## src/rtl/io_access_ctrl.sv

```systemverilog
// io_access_ctrl: buffers host commands in a small FIFO and issues them to the
// io_mem_access decoder one beat at a time. Bursts are expanded here. Each read
// waits for returned data or a timeout and produces one response beat.
module io_access_ctrl #(
  parameter int DATA_L      = 32,
  parameter int ADDR_TYPE_L = 2,
  parameter int FIFO_DEPTH  = 4,
  parameter int LEN_L       = 8,
  parameter int RD_TIMEOUT  = 15
) (
  input  logic                clk,
  input  logic                rst,
  input  logic                cmd_vld,
  output logic                cmd_rdy,
  input  logic                cmd_wr,
  input  logic [DATA_L-1:0]   cmd_addr,
  input  logic [DATA_L-1:0]   cmd_data,
  input  logic [LEN_L-1:0]    cmd_len,
  output logic [2*DATA_L-1:0] io_in,
  output logic                io_wr_en,
  output logic                io_rd_en,
  input  logic [DATA_L-1:0]   io_out,
  input  logic                io_rd_data_vld,
  output logic                rsp_vld,
  input  logic                rsp_rdy,
  output logic [DATA_L-1:0]   rsp_data,
  output logic                rsp_err,
  output logic                busy
);

  localparam int PTR_W   = $clog2(FIFO_DEPTH);
  localparam int CNT_W   = $clog2(RD_TIMEOUT + 1);
  localparam int OFF_L   = DATA_L - ADDR_TYPE_L;
  localparam int ENTRY_W = 1 + 2 * DATA_L + LEN_L;
  localparam logic [CNT_W-1:0] CNT_LAST = CNT_W'(RD_TIMEOUT - 1);

  typedef enum logic [1:0] {
    IDLE    = 2'd0,
    ISSUE   = 2'd1,
    WAIT_RD = 2'd2,
    RSP     = 2'd3
  } state_t;

  // Command FIFO storage and pointers (extra MSB distinguishes full from empty)
  logic [ENTRY_W-1:0] mem_q [FIFO_DEPTH];
  logic [ENTRY_W-1:0] mem_d [FIFO_DEPTH];
  logic [PTR_W:0]     wr_ptr_q, wr_ptr_d;
  logic [PTR_W:0]     rd_ptr_q, rd_ptr_d;
  logic               fifo_full;
  logic               fifo_empty;
  logic               push;
  logic               pop;

  // Head-of-FIFO fields
  logic [ENTRY_W-1:0] head;
  logic               head_wr;
  logic [DATA_L-1:0]  head_addr;
  logic [DATA_L-1:0]  head_data;
  logic [LEN_L-1:0]   head_len;

  // Working registers for the command being executed
  state_t             state_q, state_d;
  logic [DATA_L-1:0]  addr_q, addr_d;
  logic [DATA_L-1:0]  data_q, data_d;
  logic               wr_q, wr_d;
  logic [LEN_L-1:0]   rem_q, rem_d;
  logic [CNT_W-1:0]   cnt_q, cnt_d;
  logic [DATA_L-1:0]  rsp_data_q, rsp_data_d;
  logic               rsp_err_q, rsp_err_d;

  // Burst step: only the offset field advances and wraps; the type bits stay put
  function automatic logic [DATA_L-1:0] inc_addr(input logic [DATA_L-1:0] a);
    logic [OFF_L-1:0] off;
    off = a[OFF_L-1:0] + OFF_L'(1);
    return {a[DATA_L-1:OFF_L], off};
  endfunction

  assign fifo_empty = (wr_ptr_q == rd_ptr_q);
  assign fifo_full  = (wr_ptr_q[PTR_W] != rd_ptr_q[PTR_W]) &&
                      (wr_ptr_q[PTR_W-1:0] == rd_ptr_q[PTR_W-1:0]);
  // Gated with the reset so the host sees "not ready" while the block is held in reset
  assign cmd_rdy    = rst & ~fifo_full;
  assign push       = cmd_vld & cmd_rdy;
  assign pop        = (state_q == IDLE) & ~fifo_empty;

  assign head = mem_q[rd_ptr_q[PTR_W-1:0]];
  assign {head_wr, head_addr, head_data, head_len} = head;

  assign io_in    = {addr_q, data_q};
  assign rsp_vld  = (state_q == RSP);
  assign rsp_data = rsp_data_q;
  assign rsp_err  = rsp_err_q;
  assign busy     = (state_q != IDLE) | ~fifo_empty;

  // FIFO next state: write at the tail on push, advance the head on pop
  always_comb begin
    for (int i = 0; i < FIFO_DEPTH; i++) begin
      mem_d[i] = mem_q[i];
    end
    wr_ptr_d = wr_ptr_q + {{PTR_W{1'b0}}, push};
    rd_ptr_d = rd_ptr_q + {{PTR_W{1'b0}}, pop};
    if (push) begin
      mem_d[wr_ptr_q[PTR_W-1:0]] = {cmd_wr, cmd_addr, cmd_data, cmd_len};
    end
  end

  // FIFO registers; reset discards any buffered commands
  always_ff @(posedge clk or negedge rst) begin
    if (!rst) begin
      wr_ptr_q <= '0;
      rd_ptr_q <= '0;
      for (int i = 0; i < FIFO_DEPTH; i++) begin
        mem_q[i] <= '0;
      end
    end else begin
      wr_ptr_q <= wr_ptr_d;
      rd_ptr_q <= rd_ptr_d;
      for (int i = 0; i < FIFO_DEPTH; i++) begin
        mem_q[i] <= mem_d[i];
      end
    end
  end

  // Sequencer next state and decoder strobes
  always_comb begin
    state_d    = state_q;
    addr_d     = addr_q;
    data_d     = data_q;
    wr_d       = wr_q;
    rem_d      = rem_q;
    cnt_d      = cnt_q;
    rsp_data_d = rsp_data_q;
    rsp_err_d  = rsp_err_q;
    io_wr_en   = 1'b0;
    io_rd_en   = 1'b0;

    case (state_q)
      IDLE: begin
        if (!fifo_empty) begin
          addr_d  = head_addr;
          data_d  = head_data;
          wr_d    = head_wr;
          rem_d   = head_len;
          state_d = ISSUE;
        end
      end

      ISSUE: begin
        if (wr_q) begin
          io_wr_en = 1'b1;
          if (rem_q == '0) begin
            state_d = IDLE;
          end else begin
            addr_d = inc_addr(addr_q);
            rem_d  = rem_q - LEN_L'(1);
          end
        end else begin
          io_rd_en = 1'b1;
          cnt_d    = '0;
          state_d  = WAIT_RD;
        end
      end

      WAIT_RD: begin
        cnt_d = cnt_q + CNT_W'(1);
        // Data arriving in the last counting cycle takes priority over the timeout
        if (io_rd_data_vld) begin
          rsp_data_d = io_out;
          rsp_err_d  = 1'b0;
          state_d    = RSP;
        end else if (cnt_q == CNT_LAST) begin
          rsp_data_d = '0;
          rsp_err_d  = 1'b1;
          state_d    = RSP;
        end
      end

      RSP: begin
        if (rsp_rdy) begin
          if (rem_q == '0) begin
            state_d = IDLE;
          end else begin
            addr_d  = inc_addr(addr_q);
            rem_d   = rem_q - LEN_L'(1);
            state_d = ISSUE;
          end
        end
      end

      default: begin
        state_d = IDLE;
      end
    endcase
  end

  // Sequencer registers; reset aborts any burst and drops a pending response
  always_ff @(posedge clk or negedge rst) begin
    if (!rst) begin
      state_q    <= IDLE;
      addr_q     <= '0;
      data_q     <= '0;
      wr_q       <= 1'b0;
      rem_q      <= '0;
      cnt_q      <= '0;
      rsp_data_q <= '0;
      rsp_err_q  <= 1'b0;
    end else begin
      state_q    <= state_d;
      addr_q     <= addr_d;
      data_q     <= data_d;
      wr_q       <= wr_d;
      rem_q      <= rem_d;
      cnt_q      <= cnt_d;
      rsp_data_q <= rsp_data_d;
      rsp_err_q  <= rsp_err_d;
    end
  end

endmodule

```

## config.mk

```make
export PLATFORM = sky130hd
export DESIGN_NAME = io_access_ctrl
export DESIGN_NICKNAME = d
export VERILOG_FILES = /design/src/rtl/io_access_ctrl.sv
export SDC_FILE = /design/constraint.sdc
export NUM_CORES = 1
export LEC_CHECK = 0
export CAP_MARGIN = 5
export CORE_ASPECT_RATIO = 0.75
export CORE_MARGIN = 2
export CORE_UTILIZATION = 30
export DETAILED_ROUTE_END_ITERATION = 8
export DONT_BUFFER_PORTS = 1
export GPL_TIMING_DRIVEN = 0
export PLACE_DENSITY = 0.47
export REMOVE_ABC_BUFFERS = 1
export SYNTH_ARGS = -nofsm -noshare
export SYNTH_HDL_FRONTEND = slang
export SYNTH_SLANG_ARGS = --single-unit
```

## constraint.sdc

```tcl
create_clock -name clk -period 6.4 [get_ports clk]
set_input_delay 1.92 -clock clk [delete_from_list [all_inputs] [get_ports clk]]
set_output_delay 1.92 -clock clk [all_outputs]
set_load 0.03 [all_outputs]
```

# [After elaboration in Yosys (flattened, before gate mapping)]
# Index checks and enable logic that the tools add are counted.
[classes] add_sub_neg=5 magnitude_cmp=3 n_eq_ne=13 n_mux=34 bitwise=8 n_reduce_logical=13
[op_table] cell="bitwise mux 292 bit" count=1
[op_table] cell="2-to-1 mux 73 bit" count=3
[op_table] cell="2-to-1 mux 32 bit" count=5
[op_table] cell="binary-select mux 73 bit (select 2 bit)" count=1
[op_table] cell="demux 73 bit (select 2 bit)" count=1
[op_table] cell="case mux 32 bit (3 select lines)" count=1
[op_table] cell="2-to-1 mux 8 bit" count=4
[op_table] cell="adder 30 x 1 -> 30 bit, second input constant" count=1
[op_table] cell="2-to-1 mux 30 bit" count=1
[op_table] cell="case mux 8 bit (3 select lines)" count=1
[op_table] cell="2-to-1 mux 2 bit" count=6
[op_table] cell="zero test 8 bit" count=1
[op_table] cell="case mux 2 bit (4 select lines)" count=1
[op_table] cell="case mux 4 bit (2 select lines)" count=1
[op_table] cell="AND reduction 4 bit" count=2
[op_table] cell="subtractor 8 x 1 -> 8 bit, second input constant" count=1
[op_table] cell="2-to-1 mux 1 bit" count=7
[op_table] cell="adder 3 x 1 -> 3 bit" count=2
[op_table] cell=">= comparator 3 bit, second input constant" count=2
[op_table] cell="inequality test 2 bit, second input constant" count=3
[op_table] cell="inequality test 3 bit, second input constant" count=2
[op_table] cell="inverter 2 -> 3 bit" count=2
[op_table] cell="AND reduction 2 bit" count=3
[op_table] cell="nonzero test 2 bit" count=3
[op_table] cell="16 further kinds" count=21
[totals] regBits=410 inputBits=110 output_inout_bits=102

# [Logic depth before layout (Yosys ltp)]
[logic_depth] ltp_word=6 depth_mapped=9 depth_no_buf=7

# [Least setup slack after synthesis]
# No wires, ideal clock.
[synth_timing] kind="input-to-output" startpoint="input port rst" endpoint="output port cmd_rdy" arrival_time_ps=2191 slack_ps=2289 cell_stages=1 n_path_buf=0 cell_sequence="o21a_1"
[synth_via] elab_chain_len=1
[synth_rtl] item="from (decl)" line_no="12" source="input logic rst,"
[synth_rtl] item="bitwise AND 1 bit" line_no="82" source="assign cmd_rdy = rst & ~fifo_full;"
[synth_rtl] item="to (decl)" line_no="14" source="output logic cmd_rdy,"
# Every way passes these cells.

# [Final worst setup path]
[layout_timing] startpoint="register state_q[0]" endpoint="output port io_wr_en"
[layout_via] elab_chain_len=2
[layout_rtl] item="from (decl)" line_no="62" source="state_t state_q, state_d;"
[layout_rtl] item="from (signal assigned)" line_no="208" source="state_q <= state_d;"
[layout_rtl] item="== test 2 x 1 -> 1 bit" line_no="137" source="case (state_q)"
[layout_rtl] item="2-to-1 mux 1 bit" line_no="137"
[layout_rtl] item="to (decl)" line_no="20" source="output logic io_wr_en,"
# Every way passes these cells.

==> flow_metrics.py <==
metrics = {
    "sta": {
        "min_period_over_period_pct": 91.5,
        "period_needed_ps": 5860,
        "slew_viol_final": 175,
        "hold_violations": 0,
        "hold_slack_ps": 500,
        "slew-limit-headroom_pct": -34.9,
        "setup_viol": 0,
        "finalSetupTns_ps": 0,
        "max_freq_mhz": 171,
        "skew_ps": 18.5,
        "rsz0062_at_grt": "false",
        "tightest_slew_ps": 2020,
    },
    "floorplan": {
        "core.rowCount": 77,
        "die_height_microns": 216,
        "ioPinCount": 212,
        "fp.dieW_microns": 287,
        "die_area_sq_um": 62100,
        "start_util_pct": 30.5,
        "core-area_sq_um": 59200,
    },
    "layout": {
        "nets": 1329,
        "layout_commonest_cell": "dfrtp_1",
        "antennaDiodeCount": 0,
        "layout_common_cells": "dfrtp_1 (407), mux2_2 (328), mux4_2 (73)",
        "multi_input_area_sq_um": 7410,
        "drive_gt1_share_pct": 42.2,
        "nFillCells": 5706,
        "ff_latch_area_sq_um": 10300,
        "fin_util_pct": 35.1,
        "area_growth_pct": 15.1,
    },
    "yosys": {
        "synth_top_flop_cell": "dfrtp_1",
        "syn-mean-instance-area_sq_um": 14.8,
        "async_flop_share_pct": 100,
        "yosysTopAreaCell": "dfrtp_1",
        "synth_cell_type_count": 47,
        "synth.top_cells.by_area": "dfrtp_1 (57%), mux2_2 (20%), mux4_2 (9.1%)",
        "synth_edf_count": 0,
        "synth_seq_area_share_pct": 56.9,
        "yosysWarningCount": 0,
        "netlist_area_sq_um": 18000,
        "synth_seq_cells": 410,
        "synth.top_cell.area_share_pct": 56.9,
        "postSynthCellCount": 1215,
    },
    "status": {
        "violations": "slew limit",
        "status": "finished, violations left",
    },
    "clocking": {
        "cts_resized": 0,
        "insertion_delay_ps": 580,
        "clock-sinks": 410,
        "cts_buffers": 46,
        "clock_path_buffers": 3,
        "postCtsSetupBuffers": 0,
        "cts-root-buf": "clkbuf_16",
        "ctsHoldBuffers": 0,
        "cts_tree": "done",
        "clk_pin_slew_worst_paths_ps": 60,
        "htreeDepth": 2,
    },
    "worst_setup_path": {
        "start_kind": "flop",
        "rr_startpoint": "state_q[0]$_DFFE_PN0P_",
        "endpoint_kind": "output port",
        "worstPathRequired_ps": 4480,
        "path_class": "reg -> out",
        "crit_start": "state_q[0]$_DFFE_PN0P_",
        "worstPathMaxFanout": 39,
        "worstPathArrival_ps": 3940,
    },
    "drt": {
        "ant_nets": 0,
        "vias": 10442,
        "viasPerCell": 5.13,
        "routed_wl_microns": 46800,
        "first_iter_violations": 526,
        "wire_per_inst_microns": 23.0,
        "firstDrtPassIters": 5,
        "drcViolationCount": 0,
    },
    "placement": {
        "gp_congestion": 0.721,
        "port_buffers": 0,
        "dp_hpwl_microns": 30000,
    },
    "min_path": {
        "hold_class": "reg -> reg",
        "min-delay-start": "mem_q[111]$_DFFE_PN0P_",
    },
    "grt": {
        "grt_antenna_before_repair": 0,
        "grt_overflow": 0,
        "track_usage_pct": 15.2,
        "grt_pass1_wl_microns": 72200,
        "grt_max_degree": 413,
        "grt_pass1_vias": 11122,
    },
    "power": {
        "p_leak_nw": 8.50,
        "power.density_nw_per_um2": 563,
        "ir_drop_v": 0.000270,
    },
    "run": {
        "maxCapViolCount": 0,
    },
}
per-layer routing:
metal  vias to the layer above  part of all wire, %  GRT usage [%]
met1                      5542                   46           21.5
li1                       4594                    -              -
met3                        62                  8.2           5.37
met5                         -                    0              0
met4                         0                  1.8           3.72
met2                       244                   44           22.3
final cells by class:
cell class,count,area share (%)
sequential,410,49.4
multi-input combinational,708,35.7
clock buffer,67,6.51
tap,790,4.76
timing repair buffer,30,2.47
clock inverter,16,0.898
inverter,14,0.253
sequential cells by signal (all words and copies together), names as in the netlist, named ones only:
name,flops
addr_q,32
data_q,32
mem_q,292
wr_ptr_q,3
rd_ptr_q,3
rsp_data,32
cnt_q,4
rsp_err,1
rem_q,8
state_q,1
wr_q,1
power by group:
group          leakage, nW  internal (mW)  switching (mW)  total, mW
sequential            4.99           3.85            1.48       5.34
combinational         2.74           2.22            1.43       3.64
clock                0.763           1.62            1.09       2.71
total                 8.50           7.69            4.00       11.7
worst paths after layout:
| check | slack (ps) | end | cells after the start |
|---|---|---|---|
| worst max register to register | 1700 | addr_q[10]$_DFFE_PN0P_ | 8 |
| worst min-delay path | 500 | mem_q[111]$_DFFE_PN0P_ | 1 |
| min in group asynchronous | 1040 | data_q[20]$_DFFE_PN0P_ | 0 |
| worst max-delay path | 540 | io_wr_en | 2 |
| worst min register to register | 500 | mem_q[111]$_DFFE_PN0P_ | 1 |
| max in group asynchronous | 3540 | rd_ptr_q[1]$_DFF_PN0_ | 0 |
critical path, cell delays in order (launching register included):
cell	delay (ps)
dfrtp_2	930
clkinv_1	1200
nor3_1	1220
metrics by stage:
stage,cell area [sq um],setup slack [ps],cells,power [mW]
CTS,20800,370,2034,11.9
finish,20800,545,2035,11.7
floorplan,17700,-3150,1132,7.95
global route,20800,318,2035,12.4
global placement,18700,-12470,1922,9.11
detailed placement,19200,1050,1951,9.11
cells in the mapped netlist (all sizes together) (5+ instances only):
master,n
buf,45
a31oi,6
o21ai,16
a311oi,5
dfrtp,410
nor2,30
nand4,6
a22o,32
and2,5
and4,9
mux4,73
and3,12
o22ai,20
nand3,9
nor3,18
clkbuf,38
ha,9
mux2,328
inv,13
nor4,16
a21oi,25
nand2,26
o22a,5
o221a,6
a21o,6
logic make-up after synthesis:
logic type,Yosys count,synth area share [%]
AND/OR/NAND/NOR,143,4.29
adder cells (fa/ha/maj),9,0.624
flip-flops,410,56.9
AO/OA/AOI/OAI,148,5.96
buffers and inverters,97,2.32
XOR/XNOR,6,0.291
multiplexers,402,29.6
Note: power is estimated with default switching activity, not from simulation.
